==> config.mk <==
export PLATFORM = sky130hd
export DESIGN_NAME = traffic_light_nway_ctrl
export DESIGN_NICKNAME = d
export VERILOG_FILES = /design/src/rtl/traffic_light_nway_ctrl.sv
export SDC_FILE = /design/constraint.sdc
export NUM_CORES = 1
export LEC_CHECK = 0
export ABC_AREA = 1
export CORE_ASPECT_RATIO = 0.7
export CORE_UTILIZATION = 51
export CTS_CLUSTER_DIAMETER = 100
export DETAILED_ROUTE_END_ITERATION = 16
export PLACE_DENSITY = 0.73
export SLEW_MARGIN = 20
export SYNTH_ARGS = -nofsm -noshare
export SYNTH_HDL_FRONTEND = slang
export SYNTH_SLANG_ARGS = --single-unit
export TNS_END_PERCENT = 50
==> constraint.sdc <==
create_clock -name CLK -period 1.65 [get_ports CLK]
set_input_delay 0.4125 -clock CLK [delete_from_list [all_inputs] [get_ports CLK]]
set_output_delay 0.4125 -clock CLK [all_outputs]
set_load 0.005 [all_outputs]
==> src/rtl/traffic_light_nway_ctrl.sv <==
// N-approach sensor-actuated traffic controller: round-robin green service with
// min/max green, yellow, all-red clearance, pedestrian walk timing and night flash.
module traffic_light_nway_ctrl #(
    parameter int N_APPROACH = 2,
    parameter int CNT_W      = 8,
    parameter int GREEN_MIN  = 4,
    parameter int GREEN_MAX  = 8,
    parameter int YELLOW_T   = 2,
    parameter int ALLRED_T   = 1,
    parameter int WALK_T     = 2,
    parameter int BLINK_T    = 1,
    localparam int AW        = ($clog2(N_APPROACH) < 1) ? 1 : $clog2(N_APPROACH)
) (
    input  logic                    CLK,
    input  logic                    RST,
    input  logic [N_APPROACH-1:0]   S,
    input  logic [N_APPROACH-1:0]   PED_REQ,
    input  logic                    FLASH_EN,
    output logic [2*N_APPROACH-1:0] A,
    output logic [2*N_APPROACH-1:0] PA,
    output logic [AW-1:0]           ACTIVE
);

    localparam int unsigned NA = N_APPROACH;

    localparam logic [1:0] CAR_RED    = 2'b00;
    localparam logic [1:0] CAR_YELLOW = 2'b01;
    localparam logic [1:0] CAR_GREEN  = 2'b10;
    localparam logic [1:0] CAR_DARK   = 2'b11;
    localparam logic [1:0] PED_DW     = 2'b00;
    localparam logic [1:0] PED_WALK   = 2'b10;
    localparam logic [1:0] PED_FDW    = 2'b01;
    localparam logic [1:0] PED_DARK   = 2'b11;

    localparam logic [CNT_W-1:0] T_GMIN   = CNT_W'(GREEN_MIN - 1);
    localparam logic [CNT_W-1:0] T_GMAX   = CNT_W'(GREEN_MAX - 1);
    localparam logic [CNT_W-1:0] T_YELLOW = CNT_W'(YELLOW_T - 1);
    localparam logic [CNT_W-1:0] T_ALLRED = CNT_W'(ALLRED_T - 1);
    localparam logic [CNT_W-1:0] T_BLINK  = CNT_W'(BLINK_T - 1);
    localparam logic [CNT_W-1:0] T_WALK   = CNT_W'(WALK_T);

    typedef enum logic [1:0] {
        ST_ALLRED,
        ST_GREEN,
        ST_YELLOW,
        ST_FLASH
    } state_t;

    state_t                  state_q, state_d;
    logic [CNT_W-1:0]        timer_q, timer_d;
    logic [AW-1:0]           active_q, active_d;
    logic [AW-1:0]           next_q, next_d;
    logic [N_APPROACH-1:0]   dem_q, dem_d;
    logic [N_APPROACH-1:0]   ped_q, ped_d;
    logic                    walk_q, walk_d;
    logic                    fpend_q, fpend_d;
    logic                    blink_q, blink_d;
    logic [2*N_APPROACH-1:0] a_q, a_d;
    logic [2*N_APPROACH-1:0] pa_q, pa_d;

    logic [N_APPROACH-1:0]   act_oh;
    logic [N_APPROACH-1:0]   clr;
    logic                    other;
    logic                    rr_found;
    logic [AW-1:0]           rr_idx;

    // First requesting approach after the active one, wrapping at N_APPROACH-1.
    always_comb begin
        int unsigned idx;
        idx      = 0;
        rr_found = 1'b0;
        rr_idx   = active_q;
        for (int unsigned k = 1; k < NA; k++) begin
            idx = (32'(active_q) + k) % NA;
            if (!rr_found && dem_q[AW'(idx)]) begin
                rr_found = 1'b1;
                rr_idx   = AW'(idx);
            end
        end
    end

    always_comb begin
        act_oh           = '0;
        act_oh[active_q] = 1'b1;
        other            = |(dem_q & ~act_oh);
    end

    always_comb begin
        state_d  = state_q;
        timer_d  = (timer_q == '1) ? timer_q : timer_q + 1'b1;
        active_d = active_q;
        next_d   = next_q;
        walk_d   = walk_q;
        fpend_d  = fpend_q;
        blink_d  = blink_q;
        clr      = '0;

        unique case (state_q)
            ST_ALLRED: begin
                if (timer_q == T_ALLRED) begin
                    timer_d = '0;
                    if (fpend_q) begin
                        state_d = ST_FLASH;
                        blink_d = 1'b0;
                    end else begin
                        state_d      = ST_GREEN;
                        active_d     = next_q;
                        clr[next_q]  = 1'b1;
                        walk_d       = ped_q[next_q];
                    end
                end
            end
            ST_GREEN: begin
                // Max-out uses >= so demand arriving after the max still ends the green.
                if ((timer_q >= T_GMIN && (FLASH_EN || (other && !S[active_q]))) ||
                    (other && timer_q >= T_GMAX)) begin
                    state_d = ST_YELLOW;
                    timer_d = '0;
                    next_d  = rr_found ? rr_idx : active_q;
                end
            end
            ST_YELLOW: begin
                if (timer_q == T_YELLOW) begin
                    state_d = ST_ALLRED;
                    timer_d = '0;
                    fpend_d = FLASH_EN;
                    walk_d  = 1'b0;
                end
            end
            ST_FLASH: begin
                if (!FLASH_EN) begin
                    state_d = ST_ALLRED;
                    timer_d = '0;
                    next_d  = '0;
                    fpend_d = 1'b0;
                    blink_d = 1'b0;
                end else if (timer_q == T_BLINK) begin
                    timer_d = '0;
                    blink_d = ~blink_q;
                end
            end
            default: begin
                state_d = ST_ALLRED;
                timer_d = '0;
            end
        endcase

        // A clear on green entry overrides a same-cycle request.
        dem_d = (dem_q | S | PED_REQ) & ~clr;
        ped_d = (ped_q | PED_REQ) & ~clr;
    end

    // Lights are decoded from the next state so they register on the same edge.
    always_comb begin
        a_d  = '0;
        pa_d = '0;
        for (int unsigned j = 0; j < NA; j++) begin
            a_d[2*j +: 2]  = CAR_RED;
            pa_d[2*j +: 2] = PED_DW;
            unique case (state_d)
                ST_GREEN: begin
                    if (32'(active_d) == j) begin
                        a_d[2*j +: 2] = CAR_GREEN;
                        if (walk_d)
                            pa_d[2*j +: 2] = (timer_d < T_WALK) ? PED_WALK : PED_FDW;
                    end
                end
                ST_YELLOW: begin
                    if (32'(active_d) == j) begin
                        a_d[2*j +: 2] = CAR_YELLOW;
                        if (walk_d)
                            pa_d[2*j +: 2] = PED_FDW;
                    end
                end
                ST_FLASH: begin
                    a_d[2*j +: 2]  = blink_d ? CAR_DARK : CAR_YELLOW;
                    pa_d[2*j +: 2] = PED_DARK;
                end
                default: begin
                    a_d[2*j +: 2]  = CAR_RED;
                    pa_d[2*j +: 2] = PED_DW;
                end
            endcase
        end
    end

    always_ff @(posedge CLK or posedge RST) begin
        if (RST) begin
            state_q  <= ST_ALLRED;
            timer_q  <= '0;
            active_q <= '0;
            next_q   <= '0;
            dem_q    <= '0;
            ped_q    <= '0;
            walk_q   <= 1'b0;
            fpend_q  <= 1'b0;
            blink_q  <= 1'b0;
            a_q      <= '0;
            pa_q     <= '0;
        end else begin
            state_q  <= state_d;
            timer_q  <= timer_d;
            active_q <= active_d;
            next_q   <= next_d;
            dem_q    <= dem_d;
            ped_q    <= ped_d;
            walk_q   <= walk_d;
            fpend_q  <= fpend_d;
            blink_q  <= blink_d;
            a_q      <= a_d;
            pa_q     <= pa_d;
        end
    end

    assign A      = a_q;
    assign PA     = pa_q;
    assign ACTIVE = active_q;

endmodule

After elaboration in Yosys (flattened, before gate mapping)
Cells that the tools add are included.
{ "totals": {"regBits": 27, "input_bits": 7, "output_inout_bits": 9, "word_cells": 117} }
{ "classes": {"add_sub_neg": 2, "magnitude_cmp": 8, "n_eq_ne": 11, "n_mux": 61, "n_bitwise": 9, "n_reduce_logical": 15} }
{ "ops": {"columns": ["cell", "n"], "rows": [
  ["$mux W8", 5],
  ["$pmux W8 S4", 1],
  ["$mux W2", 15],
  ["$mux W1", 29],
  ["$pmux W2 S3", 4],
  ["$add A8 B1 Y8 const B", 1],
  ["$eq A2 B2 Y1 const B", 4],
  ["$eq A8 B1 Y1 const B", 1],
  ["$eq A8 B8 Y1 const B", 1],
  ["$ge A8 B2 Y1 const B", 1],
  ["$ge A8 B3 Y1 const B", 1],
  ["$logic_not A8 Y1", 1],
  ["$lt A8 B2 Y1 const B", 1],
  ["$pmux W1 S2", 4],
  ["$pmux W2 S4", 1],
  ["$and A2 B2 Y2", 3],
  ["$lt A1 B2 Y1 const B", 3],
  ["$ne A2 B2 Y1 const B", 3],
  ["$or A2 B2 Y2", 3],
  ["$reduce_and A3 Y1", 2],
  ["$logic_and A1 B1 Y1", 5],
  ["$eq A2 B1 Y1 const B", 2],
  ["$not A2 Y2", 2],
  ["$reduce_bool A2 Y1", 2],
  ["other kinds (8)", 11]
]} }

Longest topological paths before layout
{ "logic_depth": {"word_depth": 18, "depth_mapped": 15, "mapped_depth_nobuf": 15} }

Worst setup path before layout
OpenSTA, ideal clock, no wires.
{ "synth_timing": {"path_kind": "reg2reg", "start": "register timer_q[0]", "end": "register pa_q[1], in the netlist PA[1]", "setup_ps": 66, "arrival_ps": 1600, "t_required_ps": 1584, "slack_ps": -16, "path_stages_with_launch": 13, "n_path_buf": 0, "synth_period_minus_slack_ps": 1666, "path_cell_list": "dfrtp_1 ha_1 nand2_1 nand2_1 o21ai_2 nand3_1 nand2_1 nand2_1 nand2_4 nand2_4 nor2_2 nand4_1 nand2_1"} }
{ "synth_between": {"elab_chain_len": 10, "word_cells_on_any_way": 32, "cone_classes": "add/sub: 1; order compare: 3; eq/ne: 5; mux: 19; reduce/logical: 4"} }
{ "synth_lines": {"columns": ["item", "line", "source"], "rows": [
  ["from (decl)", "50", "logic [CNT_W-1:0] timer_q, timer_d;"],
  ["from (signal assigned)", "202", "timer_q <= timer_d;"],
  ["$add A8 B1 Y8 (tied with other cells)", "90", "timer_d = (timer_q == '1) ? timer_q : timer_q + 1'b1;"],
  ["$mux W8 (tied with other cells)", "90", null],
  ["$mux W8 or $logic_or A1 B1 Y1 (tied branches)", "100, 137, 115", null],
  ["$mux W8 (on tied branches)", "131, 115", null],
  ["$pmux W8 S4", "98", "unique case (state_q)"],
  ["$lt A8 B2 Y1", "165", "pa_d[2*j +: 2] = (timer_d < T_WALK) ? PED_WALK : PED_FDW;"],
  ["$mux W2", "165", null],
  ["$mux W2", "164", "if (walk_d)"],
  ["$mux W2", "162", "if (32'(active_d) == j) begin"],
  ["$pmux W2 S3 (*)", "160", "unique case (state_d)"],
  ["net pa_d[1]", "59", "logic [2*N_APPROACH-1:0] pa_q, pa_d;"],
  ["to (signal assigned)", "211", "pa_q <= pa_d;"],
  ["to (decl)", "59", null]
]} }
Mark *: on every way through the listed nets, which the timed path passes. The rest lies on a longest branch.
A chain may end at the register's enable or synchronous reset.

Final worst setup path
{ "layout_timing": {"start": "register timer_q[2]", "end": "register pa_q[1], in the netlist PA[1]"} }
The elaborated chain is that of the path after synthesis.

==> impl_metrics.ini <==
[logic_synthesis]
ys_seq_area_share_pct = 38.7
synth_top_cell_by_area = sky130_fd_sc_hd__dfrtp_1
postSynth.asyncResetShare_pct = 100
synth_top_area_share_pct = 38.7
netlist_instances = 211
synthesis.nets = 225
ys_top_cells_by_area = sky130_fd_sc_hd__dfrtp_1, sky130_fd_sc_hd__nand2_1, sky130_fd_sc_hd__inv_1
synth_edf_count = 0
synth-seq-cells = 27
synth_area_per_cell_sq_um = 8.28
synth.yosys.warnings = 0
synth.lib_cells_used.distinct = 31
most_instantiated_cells_after_synthesis = sky130_fd_sc_hd__nand2_1, sky130_fd_sc_hd__inv_1, sky130_fd_sc_hd__dfrtp_1
post_synth_instance_area_sq_um = 1750
post-synth-top-count-cell = sky130_fd_sc_hd__nand2_1
ys_dominant_reg_cell = sky130_fd_sc_hd__dfrtp_1

[die]
core.rowCount = 17
ports_placed_on_the_boundary = 16
die_h_um = 51.0
core_sq_um = 3210
design.die.area_sq_um = 3670
floorplan.initialDensity_pct = 54.4
die_width_um = 72.0

[routing]
routed_via_density = 5.46
num_vias = 1792
antenna_violating_nets_remaining = 0
wl_per_cell_um = 18.0
detail_route.first_pass.iterations = 4
wl_mm = 5.90
detail_route.drc_violations = 0
initialDrtViolationCount = 152

[clock_tree]
htreeDepth = 1
total_clock_buffers_created_by_cts = 3
clock_latency_at_the_later_pin_of_the_worst_skew_pair_ns = 0.29
cts.hold.buffers_added = 0
numClockSinks = 27
clk_transition_reported_paths_ns = 0.11
cts-root-buf = sky130_fd_sc_hd__clkbuf_8
ctsLongestPathBuffers = 2
tritoncts = built

[worst_setup_path]
cp_slowest_stage_delay_ns = 0.55
timing.critical_path.fanout_max = 7
r2r_setup_slack_ns = -0.39
crit_required_ns = 1.86
rr_worst_depth = 8
cell_family_contributing_the_most_delay_on_the_critical_path = simple AND/OR/NAND/NOR gates
cpMostUsedCell = sky130_fd_sc_hd__nand2_1
critPathKind = reg -> reg
crit-reg2reg-capture = PA[1]
cp_cell_instances = nand3_1 > inv_1 > nand2_1 > xor2_1 > nand2_1 > o31ai_4 > nand4_1 > nand2_1
slowest_stage = sky130_fd_sc_hd__dfrtp_2
regToRegStartpoint = timer_q[2]
cp_data_arrival_time_ns = 2.25
critical_path.n_buffers_inverters = 1
critPathLaunchType = flop
crit_path_end_kind = flop

[timing]
maximum_clock_skew_at_final_layout_ns = 0.0164
timing.final.hold_violations = 0
finalCritPeriodShare_pct = 124
clock.fmax_ghz = 0.489
slew_headroom_pct = 54.4
tightest_slew_ns = 0.680
report.final.setup_viol = 23
worst_slack_ns = -0.394
whs_ns = 0.527
rsz0062_at_grt = true
period_minus_slack_ns = 2.04
maxSlewViolCount = 0

[pwr]
report.power.total_w = 0.00561
worst_supply_voltage_drop_on_vdd_mv = 1.56
leakagePower_nw = 1.37
p_per_area_nw_per_um2 = 2040

[global_routing]
number_of_global_route_vias_before_repair = 1686
groute.layer.met3.usage_pct = 5.13
grt_most_used_layer = met2
first_pass_grt_wire_length_mm = 7.49
grt_usage_pct = 27.2
grt_overflow_total = 0
grt_start_max_net_pins = 28
grt_antenna_before_repair = 0
grt_util_met2_pct = 45.8
globalRouteMet1Util_pct = 36.1

[outcome]
failed_checks = negative setup slack
outcome = complete, but fails checks

[final_layout]
finalNetCount = 296
post-route-cell-area_sq_um = 2760
layout-area-overhead-vs-synth_pct = 57.6
antenna_cells_inserted = 0
final_layout_size_suffix_gt1_share_pct = 49.1

[placement]
gp_routability_congestion = 0.902
placedInstanceArea_sq_um = 2170
portBuffers = 15
detailed_place_hpwl_mm = 3.02

[min_path]
holdCritPathClass = in -> async

[run]
reported_max_cap_violation_count = 0
==> cells by family (layout without fill, tap and decap cells) <==
group                      Yosys count  after routing  synth area share [%]
DFF                                 27             27                  38.7
buffers and inverters               42            112                  10.0
AOI/OAI and AO/OA                   36             36                  13.4
xor gates and xnor gates             3              3                  1.50
and+or+nand+nor                     96             96                  31.4
adders and majority gates            7              7                  5.01
==> report_power, final <==
part	switching, W	total [W]	internal, W
registers	0.000225	0.00111	0.000885
logic	0.00224	0.00408	0.00184
clock network	0.000242	0.000420	0.000178
total	0.00270	0.00561	0.00291
==> metrics by stage <==
stage / instances / util (%) / worst slack (ns) / TNS (ns)
6_report: 328 / 85.8 / -0.394 / -4.00
2_1_floorplan: 211 / - / 0.0389 / 0
3_5_place_dp: 301 / 67.4 / -0.397 / -5.58
4_1_cts: 316 / 75.4 / -0.187 / -2.01
3_3_place_gp: 301 / 67.4 / -0.334 / -4.60
5_1_grt: 328 / 85.8 / -0.477 / -5.53
==> worst register-to-register path, cell delays in order (launching register included) <==
cell                      delay, ns
sky130_fd_sc_hd__dfrtp_2       0.55
sky130_fd_sc_hd__nand3_1       0.18
sky130_fd_sc_hd__inv_1         0.11
sky130_fd_sc_hd__nand2_1       0.06
sky130_fd_sc_hd__xor2_1        0.27
sky130_fd_sc_hd__nand2_1       0.19
sky130_fd_sc_hd__o31ai_4       0.32
sky130_fd_sc_hd__nand4_1       0.14
sky130_fd_sc_hd__nand2_1       0.13
==> worst max path at each step <==
stage,startpoint,end,slack [ns],cells past startpoint
floorplan,timer_q[0],PA[1],0.04,12
detailed placement,S[0],PA[2],-0.40,15
global route,timer_q[2],PA[0],-0.48,8
global placement,S[1],PA[1],-0.33,15
finish,timer_q[2],PA[1],-0.39,8
CTS,timer_q[1],PA[1],-0.19,15
==> routing by layer <==
layer  wire (um)  vias up
met4         142        0
met2        2950       65
met5           0        -
met1        2490      891
li1            -      819
met3         320       17
==> final cells by class <==
| cell class | count | area (sq um) |
|---|---|---|
| multi-input cells | 142 | 1200 |
| clock buffers | 3 | 41.3 |
| fillers | 168 | 457 |
| clock inverters | 1 | 8.76 |
| inverters | 39 | 161 |
| flip-flops and latches | 27 | 679 |
| repair buffers | 69 | 601 |
| well taps | 47 | 58.8 |
==> layout by cell type (no fill, tap or decap), drive strengths merged, types with 5 or more instances in the layout <==
| master | count |
|---|---|
| clkdlybuf4s50 | 14 |
| o31ai | 5 |
| o21ai | 17 |
| nor2 | 13 |
| nand3 | 16 |
| buf | 54 |
| inv | 40 |
| ha | 7 |
| nand2 | 61 |
| a21oi | 10 |
| dfrtp | 27 |
==> flip-flops by register name, indices dropped and copies added, names as in the netlist <==
signal and cells:
next_q 1, dem_q 2, PA 4, blink_q 1, walk_q 1, ACTIVE 1
ped_q 2, timer_q 8, fpend_q 1, state_q 2, A 4
==> repair_timing <==
item                                    4_1_cts  5_1_grt
endpoints found under the setup margin       22       25
pin swaps                                    15       29
gates resized for setup                      26       57
buffers inserted                             11       12
Note: power is estimated with default switching activity, not from simulation.
